$ cat config.mk
export PLATFORM = sky130hd
export DESIGN_NAME = pipeline_ctrl_flat
export DESIGN_NICKNAME = d
export VERILOG_FILES = /design/src/rtl/pipeline_ctrl_pkg.sv /design/src/rtl/pipeline_ctrl_if.sv /design/src/rtl/pipeline_ctrl_stall_counter.sv /design/src/rtl/pipeline_ctrl.sv /design/src/flat_wrapper.sv
export SDC_FILE = /design/constraint.sdc
export NUM_CORES = 1
export LEC_CHECK = 0
export ABC_AREA = 1
export ABC_CLOCK_PERIOD_IN_PS = 2000
export BUFFER_PORTS_ARGS = -buffer_cell sky130_fd_sc_hd__buf_4
export CAP_MARGIN = 10
export CORE_UTILIZATION = 42
export CTS_CLUSTER_DIAMETER = 120
export DETAILED_ROUTE_END_ITERATION = 8
export MAX_ROUTING_LAYER = met4
export PLACE_DENSITY = 0.75
export SYNTH_ARGS = -nofsm -noshare
export SYNTH_HDL_FRONTEND = slang
export SYNTH_SLANG_ARGS = --single-unit
$ cat constraint.sdc
create_clock -name clk -period 2 [get_ports clk]
set_clock_uncertainty 0.1 [all_clocks]
set_input_delay 0 -clock clk [delete_from_list [all_inputs] [get_ports clk]]
set_output_delay 0 -clock clk [all_outputs]
set_load 0.02 [all_outputs]
$ cat src/rtl/pipeline_ctrl_pkg.sv
`default_nettype none
// ============================================================================
// Module      : pipeline_ctrl_pkg
// Description : Shared types for the 5-stage core pipeline sequencer.
//               Holds the sequencer state enum, the bundle of per-stage
//               enables and flushes, canned control patterns, and the
//               priority resolver used in the RUN state.
// Ports       : none (package)
// Revision    : 1.0 - initial release
// ============================================================================
package pipeline_ctrl_pkg;

  typedef enum logic [2:0] {
    RUN           = 3'd0,
    DMEM_WAIT     = 3'd1,
    MDU_WAIT      = 3'd2,
    TRAP_DRAIN    = 3'd3,
    TRAP_REDIRECT = 3'd4
  } pipe_state_t;

  // Field order fixes the packed bit order: pc_en is the MSB,
  // exe_mem_flush the LSB.
  typedef struct packed {
    logic pc_en;
    logic if_id_en;
    logic id_exe_en;
    logic exe_mem_en;
    logic mem_wb_en;
    logic if_id_flush;
    logic id_exe_flush;
    logic exe_mem_flush;
  } stage_ctrl_t;

  typedef struct packed {
    stage_ctrl_t ctrl;
    pipe_state_t nxt;
  } run_dec_t;

  // Normal flow: everything advances, nothing flushed.
  localparam stage_ctrl_t c_ctrl_flow     = stage_ctrl_t'(8'b1111_1000);
  // Full freeze of every pipeline register.
  localparam stage_ctrl_t c_ctrl_hold     = stage_ctrl_t'(8'b0000_0000);
  // Taken branch: advance and squash the three younger stages.
  localparam stage_ctrl_t c_ctrl_branch   = stage_ctrl_t'(8'b1111_1111);
  // MDU busy: freeze front end, bubble into EXE/MEM, let MEM/WB drain.
  localparam stage_ctrl_t c_ctrl_mdu      = stage_ctrl_t'(8'b0011_1001);
  // MDU result ready: capture it into EXE/MEM, front end still frozen.
  localparam stage_ctrl_t c_ctrl_mdu_done = stage_ctrl_t'(8'b0011_1000);
  // Load-use: hold PC and IF/ID, bubble into ID/EXE.
  localparam stage_ctrl_t c_ctrl_load     = stage_ctrl_t'(8'b0011_1010);
  // Fetch miss: hold PC, bubble into IF/ID.
  localparam stage_ctrl_t c_ctrl_imiss    = stage_ctrl_t'(8'b0111_1100);
  // Trap redirect: PC takes the vector, younger stages squashed and the
  // faulting MEM instruction is kept out of WB.
  localparam stage_ctrl_t c_ctrl_redirect = stage_ctrl_t'(8'b1111_0111);

  // Priority resolver for a cycle spent in RUN. i_dmem_busy is passed in
  // separately so that the DMEM_WAIT ack cycle can reuse it with the data
  // access already treated as complete.
  function automatic run_dec_t run_decide(
    input logic i_dmem_busy,
    input logic i_trap_req,
    input logic i_branch_hazard,
    input logic i_mdu_start,
    input logic i_load_hazard,
    input logic i_imem_ack
  );
    run_dec_t d;
    d.ctrl = c_ctrl_flow;
    d.nxt  = RUN;
    if (i_dmem_busy) begin
      d.ctrl = c_ctrl_hold;
      d.nxt  = DMEM_WAIT;
    end else if (i_trap_req) begin
      d.ctrl = c_ctrl_hold;
      d.nxt  = TRAP_DRAIN;
    end else if (i_branch_hazard) begin
      // A load hazard in the same cycle is moot: its consumer is squashed.
      d.ctrl = c_ctrl_branch;
    end else if (i_mdu_start) begin
      d.ctrl = c_ctrl_mdu;
      d.nxt  = MDU_WAIT;
    end else if (i_load_hazard) begin
      d.ctrl = c_ctrl_load;
    end else if (!i_imem_ack) begin
      d.ctrl = c_ctrl_imiss;
    end
    return d;
  endfunction

endpackage
`default_nettype wire

$ cat src/rtl/pipeline_ctrl_if.sv
`default_nettype none
// ============================================================================
// Module      : pipeline_ctrl_if
// Description : Handshake bundle between the core datapath and the pipeline
//               sequencer.
// Modports    : master - core side: drives hazard/handshake/trap inputs,
//                        receives enables, flushes, trap pulse and status.
//               slave  - sequencer side (pipeline_ctrl).
// Revision    : 1.0 - initial release
// ============================================================================
interface pipeline_ctrl_if #(
  parameter int CNT_W = 32
);
  // Core -> sequencer
  logic load_hazard;
  logic branch_hazard;
  logic imem_ack;
  logic dmem_req;
  logic dmem_ack;
  logic mdu_start;
  logic mdu_done;
  logic trap_req;
  logic cnt_clr;
  // Sequencer -> core
  logic pc_en;
  logic if_id_en;
  logic id_exe_en;
  logic exe_mem_en;
  logic mem_wb_en;
  logic if_id_flush;
  logic id_exe_flush;
  logic exe_mem_flush;
  logic trap_redirect;
  logic trap_ack;
  logic mdu_timeout;
  logic [CNT_W-1:0] stall_cnt;

  modport master (
    output load_hazard, branch_hazard, imem_ack, dmem_req, dmem_ack,
           mdu_start, mdu_done, trap_req, cnt_clr,
    input  pc_en, if_id_en, id_exe_en, exe_mem_en, mem_wb_en,
           if_id_flush, id_exe_flush, exe_mem_flush,
           trap_redirect, trap_ack, mdu_timeout, stall_cnt
  );

  modport slave (
    input  load_hazard, branch_hazard, imem_ack, dmem_req, dmem_ack,
           mdu_start, mdu_done, trap_req, cnt_clr,
    output pc_en, if_id_en, id_exe_en, exe_mem_en, mem_wb_en,
           if_id_flush, id_exe_flush, exe_mem_flush,
           trap_redirect, trap_ack, mdu_timeout, stall_cnt
  );
endinterface
`default_nettype wire

$ cat src/rtl/pipeline_ctrl_stall_counter.sv
`default_nettype none
// ============================================================================
// Module      : stall_counter
// Description : Generic wrapping event counter for performance CSRs.
//               Clear has priority over increment.
// Ports       : clk     - clock
//               reset_n - synchronous active-low reset
//               i_inc   - count this cycle
//               i_clr   - zero the counter on the next edge
//               o_cnt   - current count
// Revision    : 1.0 - initial release
// ============================================================================
module stall_counter #(
  parameter int CNT_W = 32
) (
  input  logic             clk,
  input  logic             reset_n,
  input  logic             i_inc,
  input  logic             i_clr,
  output logic [CNT_W-1:0] o_cnt
);

  logic [CNT_W-1:0] r_cnt;

  always_ff @(posedge clk) begin
    if (!reset_n) begin
      r_cnt <= '0;
    end else if (i_clr) begin
      r_cnt <= '0;
    end else if (i_inc) begin
      r_cnt <= r_cnt + CNT_W'(1);
    end
  end

  assign o_cnt = r_cnt;

endmodule
`default_nettype wire

$ cat src/rtl/pipeline_ctrl.sv
`default_nettype none
// ============================================================================
// Module      : pipeline_ctrl
// Description : Stall/flush sequencer for the 5-stage core. Resolves memory
//               waits, MDU waits, hazards and traps into per-stage register
//               enables/flushes, PC enable and a trap redirect pulse, and
//               counts stalled cycles.
// Ports       : clk     - core clock
//               reset_n - synchronous active-low reset
//               bus     - pipeline_ctrl_if.slave (hazard/handshake inputs,
//                         stage controls, trap pulse, status, stall count)
// Revision    : 1.0 - initial release
// ============================================================================
module pipeline_ctrl
  import pipeline_ctrl_pkg::*;
#(
  parameter int CNT_W       = 32,
  parameter int MDU_MAX_CYC = 34
) (
  input  logic           clk,
  input  logic           reset_n,
  pipeline_ctrl_if.slave bus
);

  localparam int c_mdu_w = (MDU_MAX_CYC > 1) ? $clog2(MDU_MAX_CYC) : 1;
  localparam logic [c_mdu_w-1:0] c_mdu_last = c_mdu_w'(MDU_MAX_CYC - 1);

  pipe_state_t          r_state;
  logic [c_mdu_w-1:0]   r_mdu_cyc;
  logic                 r_mdu_timeout;

  pipe_state_t          w_nxt;
  stage_ctrl_t          w_ctrl;
  logic                 w_trap_pulse;
  logic                 w_mdu_expire;
  logic                 w_dmem_busy;
  run_dec_t             w_run;
  run_dec_t             w_run_acked;

  assign w_dmem_busy = bus.dmem_req & ~bus.dmem_ack;

  always_comb begin
    w_run = run_decide(w_dmem_busy, bus.trap_req, bus.branch_hazard,
                       bus.mdu_start, bus.load_hazard, bus.imem_ack);
    // Same rules on the DMEM_WAIT ack cycle, data access counted as done.
    w_run_acked = run_decide(1'b0, bus.trap_req, bus.branch_hazard,
                             bus.mdu_start, bus.load_hazard, bus.imem_ack);
  end

  always_comb begin
    w_ctrl       = c_ctrl_flow;
    w_nxt        = r_state;
    w_trap_pulse = 1'b0;
    w_mdu_expire = 1'b0;
    case (r_state)
      RUN: begin
        w_ctrl = w_run.ctrl;
        w_nxt  = w_run.nxt;
      end
      DMEM_WAIT: begin
        if (bus.dmem_ack) begin
          w_ctrl = w_run_acked.ctrl;
          w_nxt  = w_run_acked.nxt;
        end else begin
          w_ctrl = c_ctrl_hold;
        end
      end
      MDU_WAIT: begin
        // A result arriving on the limit cycle is still accepted.
        if (bus.mdu_done) begin
          w_ctrl = c_ctrl_mdu_done;
          w_nxt  = RUN;
        end else begin
          w_ctrl = c_ctrl_mdu;
          if (r_mdu_cyc == c_mdu_last) begin
            w_mdu_expire = 1'b1;
            w_nxt        = RUN;
          end
        end
      end
      TRAP_DRAIN: begin
        w_ctrl = c_ctrl_hold;
        if (!w_dmem_busy) begin
          w_nxt = TRAP_REDIRECT;
        end
      end
      TRAP_REDIRECT: begin
        w_ctrl       = c_ctrl_redirect;
        w_trap_pulse = 1'b1;
        w_nxt        = RUN;
      end
      default: begin
        w_nxt = RUN;
      end
    endcase
    // While reset is asserted the pending trap is being aborted, so no
    // redirect or acknowledge may leak out of a TRAP_REDIRECT state.
    if (!reset_n) begin
      w_ctrl       = c_ctrl_flow;
      w_trap_pulse = 1'b0;
      w_mdu_expire = 1'b0;
    end
  end

  always_ff @(posedge clk) begin
    if (!reset_n) begin
      r_state       <= RUN;
      r_mdu_cyc     <= '0;
      r_mdu_timeout <= 1'b0;
    end else begin
      r_state <= w_nxt;
      // Counts cycles already spent in MDU_WAIT; restarts on every entry.
      if (r_state != MDU_WAIT) begin
        r_mdu_cyc <= '0;
      end else begin
        r_mdu_cyc <= r_mdu_cyc + c_mdu_w'(1);
      end
      if (w_mdu_expire) begin
        r_mdu_timeout <= 1'b1;
      end
    end
  end

  stall_counter #(
    .CNT_W (CNT_W)
  ) u_stall_counter (
    .clk     (clk),
    .reset_n (reset_n),
    .i_inc   (~w_ctrl.pc_en),
    .i_clr   (bus.cnt_clr),
    .o_cnt   (bus.stall_cnt)
  );

  assign bus.pc_en         = w_ctrl.pc_en;
  assign bus.if_id_en      = w_ctrl.if_id_en;
  assign bus.id_exe_en     = w_ctrl.id_exe_en;
  assign bus.exe_mem_en    = w_ctrl.exe_mem_en;
  assign bus.mem_wb_en     = w_ctrl.mem_wb_en;
  assign bus.if_id_flush   = w_ctrl.if_id_flush;
  assign bus.id_exe_flush  = w_ctrl.id_exe_flush;
  assign bus.exe_mem_flush = w_ctrl.exe_mem_flush;
  assign bus.trap_redirect = w_trap_pulse;
  assign bus.trap_ack      = w_trap_pulse;
  assign bus.mdu_timeout   = r_mdu_timeout;

endmodule
`default_nettype wire

$ cat src/flat_wrapper.sv
// flat-port wrapper written by rule: the top's interface ports become plain ports
module pipeline_ctrl_flat import pipeline_ctrl_pkg::*;
#(
  parameter int CNT_W       = 32,
  parameter int MDU_MAX_CYC = 34
)
  (clk, reset_n, bus_load_hazard, bus_branch_hazard, bus_imem_ack, bus_dmem_req, bus_dmem_ack, bus_mdu_start, bus_mdu_done, bus_trap_req, bus_cnt_clr, bus_pc_en, bus_if_id_en, bus_id_exe_en, bus_exe_mem_en, bus_mem_wb_en, bus_if_id_flush, bus_id_exe_flush, bus_exe_mem_flush, bus_trap_redirect, bus_trap_ack, bus_mdu_timeout, bus_stall_cnt);
  pipeline_ctrl_if #(.CNT_W(CNT_W)) bus_i ();
  input  logic clk;
  input  logic reset_n;
  input wire logic [$bits(bus_i.load_hazard)-1:0] bus_load_hazard;
  input wire logic [$bits(bus_i.branch_hazard)-1:0] bus_branch_hazard;
  input wire logic [$bits(bus_i.imem_ack)-1:0] bus_imem_ack;
  input wire logic [$bits(bus_i.dmem_req)-1:0] bus_dmem_req;
  input wire logic [$bits(bus_i.dmem_ack)-1:0] bus_dmem_ack;
  input wire logic [$bits(bus_i.mdu_start)-1:0] bus_mdu_start;
  input wire logic [$bits(bus_i.mdu_done)-1:0] bus_mdu_done;
  input wire logic [$bits(bus_i.trap_req)-1:0] bus_trap_req;
  input wire logic [$bits(bus_i.cnt_clr)-1:0] bus_cnt_clr;
  output wire logic [$bits(bus_i.pc_en)-1:0] bus_pc_en;
  output wire logic [$bits(bus_i.if_id_en)-1:0] bus_if_id_en;
  output wire logic [$bits(bus_i.id_exe_en)-1:0] bus_id_exe_en;
  output wire logic [$bits(bus_i.exe_mem_en)-1:0] bus_exe_mem_en;
  output wire logic [$bits(bus_i.mem_wb_en)-1:0] bus_mem_wb_en;
  output wire logic [$bits(bus_i.if_id_flush)-1:0] bus_if_id_flush;
  output wire logic [$bits(bus_i.id_exe_flush)-1:0] bus_id_exe_flush;
  output wire logic [$bits(bus_i.exe_mem_flush)-1:0] bus_exe_mem_flush;
  output wire logic [$bits(bus_i.trap_redirect)-1:0] bus_trap_redirect;
  output wire logic [$bits(bus_i.trap_ack)-1:0] bus_trap_ack;
  output wire logic [$bits(bus_i.mdu_timeout)-1:0] bus_mdu_timeout;
  output wire logic [$bits(bus_i.stall_cnt)-1:0] bus_stall_cnt;
  assign bus_i.load_hazard = bus_load_hazard;
  assign bus_i.branch_hazard = bus_branch_hazard;
  assign bus_i.imem_ack = bus_imem_ack;
  assign bus_i.dmem_req = bus_dmem_req;
  assign bus_i.dmem_ack = bus_dmem_ack;
  assign bus_i.mdu_start = bus_mdu_start;
  assign bus_i.mdu_done = bus_mdu_done;
  assign bus_i.trap_req = bus_trap_req;
  assign bus_i.cnt_clr = bus_cnt_clr;
  assign bus_pc_en = bus_i.pc_en;
  assign bus_if_id_en = bus_i.if_id_en;
  assign bus_id_exe_en = bus_i.id_exe_en;
  assign bus_exe_mem_en = bus_i.exe_mem_en;
  assign bus_mem_wb_en = bus_i.mem_wb_en;
  assign bus_if_id_flush = bus_i.if_id_flush;
  assign bus_id_exe_flush = bus_i.id_exe_flush;
  assign bus_exe_mem_flush = bus_i.exe_mem_flush;
  assign bus_trap_redirect = bus_i.trap_redirect;
  assign bus_trap_ack = bus_i.trap_ack;
  assign bus_mdu_timeout = bus_i.mdu_timeout;
  assign bus_stall_cnt = bus_i.stall_cnt;
  pipeline_ctrl #(.CNT_W(CNT_W), .MDU_MAX_CYC(MDU_MAX_CYC)) u_core (.clk(clk), .reset_n(reset_n), .bus(bus_i));
endmodule
==> results.md <==
* CP startpoint: u_core.r_state[0]$_SDFFE_PN0P_
* Worst r2r src: u_core.u_stall_counter.o_cnt[0]$_SDFFE_PP0N_
* MaxCap Viol Count at 0
* Iteration-0 DRC Markers at 243
* I/O pins at 54
* Data required, critical path at 1.90 ns
* Hold Path Class: in -> reg
* Gr ovfl total at 0
* Peak VDD IR at 0.0003414 V
* Port bufs at 53
* R2r setup slk at 0.19 ns
* Max_slew headroom at 0.7361
* CP Launch Type: register
* Post-layout net count at 515
* Mapped Nets at 460
* Dpl hpwl at 5322 um
* Synth warn at 0
* # DRC at 0
* Worst Tran Pin Value at 0.3944 ns
* Number of synthesized flops with an enable pin at 0
* Tmin final at 1.852 ns
* Final Cycle Share at 0.9259
* Finished Layout Cells at 577
* Core Footprint at 0.006061 sq mm
* Top_reg_cell synth: dfxtp_1
* Routed len/inst at 12.39 um
* P_leak at 1.267 nW
* Initial antenna violation count at 0
* Fraction of registers with async set/reset at 0
* RSZ-0062 raised after global routing: false
* Vias in the first global route at 2,726
* Fmax at 540.0 MHz
* Total GRT Usage at 0.2414
* Post-CTS setup buffer count at 0
* Synth unique cells at 30
* Final setup fails at 0
* Synthesized area at 0.002705 sq mm
* Worst Path Max Fanout at 31
* TritonCTS buffer count at 5
* Pin count of the biggest net entering global routing at 32
* Final wirelength at 7151 um
* Final core occ at 0.5388
* Arrival time worst endpoint at 1.75 ns
* Placed cell count at 564
* Mean Syn Cell Area at 6.065 sq um
* Worst R2R End: u_core.u_stall_counter.o_cnt[18]$_SDFFE_PP0N_
* CP Class: reg -> out
* Router iterations before antenna repair at 4
* Clk_lat worst skew at 0.29 ns
* PD cells at 545.9 mW/mm^2
* ANT nets after route at 0
* Die footprint at 0.006766 sq mm
* Worst setup EP type: output pin
* GP Congestion at 0.8920
* Total number of vias at 2,891
* Layout area overhead at 20.72%
* Clock Tree Root: clkbuf_8
* Sequential share of the synthesized area at 0.3108
* Die X-Extent at 82.26 um
* Min-delay src: bus_trap_req
* Clock slew at reported path FFs at 0.08 ns
* Cells after Synth at 446
* Clock Tree Buf Depth at 2
* H-tree levels at 2
* Setup TNS at 0 ns
* Starting Density at 0.4463
* Fillcell total at 623
* Run status: completed
* Layout cells sized above 1 at 0.1574
* Max Slew Vio Count at 0
* Clk sinks at 42
* FF-to-FF path depth at 8
* Final Hold Viols at 0
* Die Span Y at 82.26 um
* Rows at 28
* N_diodes at 0
* Global-route wire length before repair at 12,140 um
* Worst Hold Depth at 5
* Hold path endpoint: u_core.r_state[0]$_SDFFE_PN0P_
* #FFs+latches synth at 42
* Via density per instance at 5.010
* CTS tree: built
critical path, cell delays in order (launching register included):
cell     delay (ns)
dfxtp_1        0.37
inv_2          0.07
nor2_2         0.15
nand3_1        0.14
nand2_4        0.15
nand2_4        0.08
nand2_4        0.28
buf_4          0.21
worst max-delay path by stage:
stage	end	slack, ns	depth (start not counted)
final	bus_pc_en	0.15	7
after global placement	u_core.u_stall_counter.o_cnt[18]$_SDFFE_PP0N_	0.24	7
after global routing	u_core.r_state[1]$_SDFFE_PN0P_	0.009	8
after CTS	bus_pc_en	0.15	8
after detailed placement	u_core.u_stall_counter.o_cnt[18]$_SDFFE_PP0N_	0.22	7
after floorplan	u_core.u_stall_counter.o_cnt[24]$_SDFFE_PP0N_	0.37	10
report_power, final:
part	total, mW	leakage (nW)	internal, mW	switching [mW]
Clock	0.581	0.0482	0.279	0.302
Sequential	0.865	0.339	0.849	0.0156
Combinational	0.337	0.880	0.121	0.216
cell families after synthesis:
group                      share of synthesized area
AOI/OAI and AO/OA                             0.1073
xor gates and xnor gates                     0.04533
adders and majority gates                    0.01388
buffers and inverters                        0.09482
DFF                                           0.3108
and+or+nand+nor                               0.4278
metrics by stage:
stage / instance area [sq um] / setup slack [ns] / power (mW) / hold slack [ns]
global route: 3266 / 0.009458 / 1.871 / 0.1756
CTS: 3263 / 0.1527 / 1.803 / 0.1133
floorplan: 2705 / 0.3719 / 1.128 / 0.02076
detailed placement: 3122 / 0.2199 / 1.209 / 0.1460
finish: 3266 / 0.1481 / 1.783 / 0.1208
global placement: 3122 / 0.2430 / 1.202 / 0.1334
registers in the layout (all words and copies together) (netlist names):
name                          cells
u_core.r_mdu_cyc                  6
u_core.u_stall_counter.o_cnt     32
u_core.r_state                    3
u_core.bus.mdu_timeout            1
layout make-up:
type	instances	area, sq um	share of cell area
Clock buffer	7	86.33	0.02644
Clock inverter	1	5.005	0.001533
Inverter	41	153.9	0.04713
Multi-Input combinational cell	351	1610	0.4931
Sequential cell	42	840.8	0.2575
Tap cell	75	93.84	0.02874
Timing Repair Buffer	60	475.5	0.1456
layer usage:
| layer | track usage | wire (um) | up-vias |
|---|---|---|---|
| li1 | - | - | 1509 |
| met2 | 0.4116 | 3438 | 76 |
| met4 | 0.07895 | 115 | 0 |
| met3 | 0.05165 | 386 | 13 |
| met5 | - | 0 | - |
| met1 | 0.2808 | 3211 | 1293 |
synthesized netlist by cell type, types with 5 or more instances:
cell / instances / share of area
inv_1: 38 / 0.053
buf_6: 6 / 0.025
xor2_1: 9 / 0.029
nor2_1: 68 / 0.094
nor2_2: 6 / 0.014
o21ai_0: 10 / 0.019
nor3_1: 6 / 0.011
nand2_1: 165 / 0.23
xnor2_1: 5 / 0.016
a21oi_1: 36 / 0.067
nand3_1: 25 / 0.046
dfxtp_1: 42 / 0.31
layout by cell type (no fill, tap or decap), types with 5 or more instances in the layout:
cell type,n
nand2_1,165
nor2_1,67
buf_4,54
dfxtp_1,42
inv_1,38
a21oi_1,36
nand3_1,25
o21ai_0,10
xor2_1,9
nor2_2,7
nor3_1,6
clkbuf_8,6
xnor2_1,5
dlygate4sd3_1,5
what timing repair did:
item / in CTS / in global routing
hold endpoints to repair: 8 / 0
setup endpoints to repair: 0 / 1
gates resized for setup: 0 / 1
hold buffers: 5 / 0
Power figures use the tool's default switching activity.
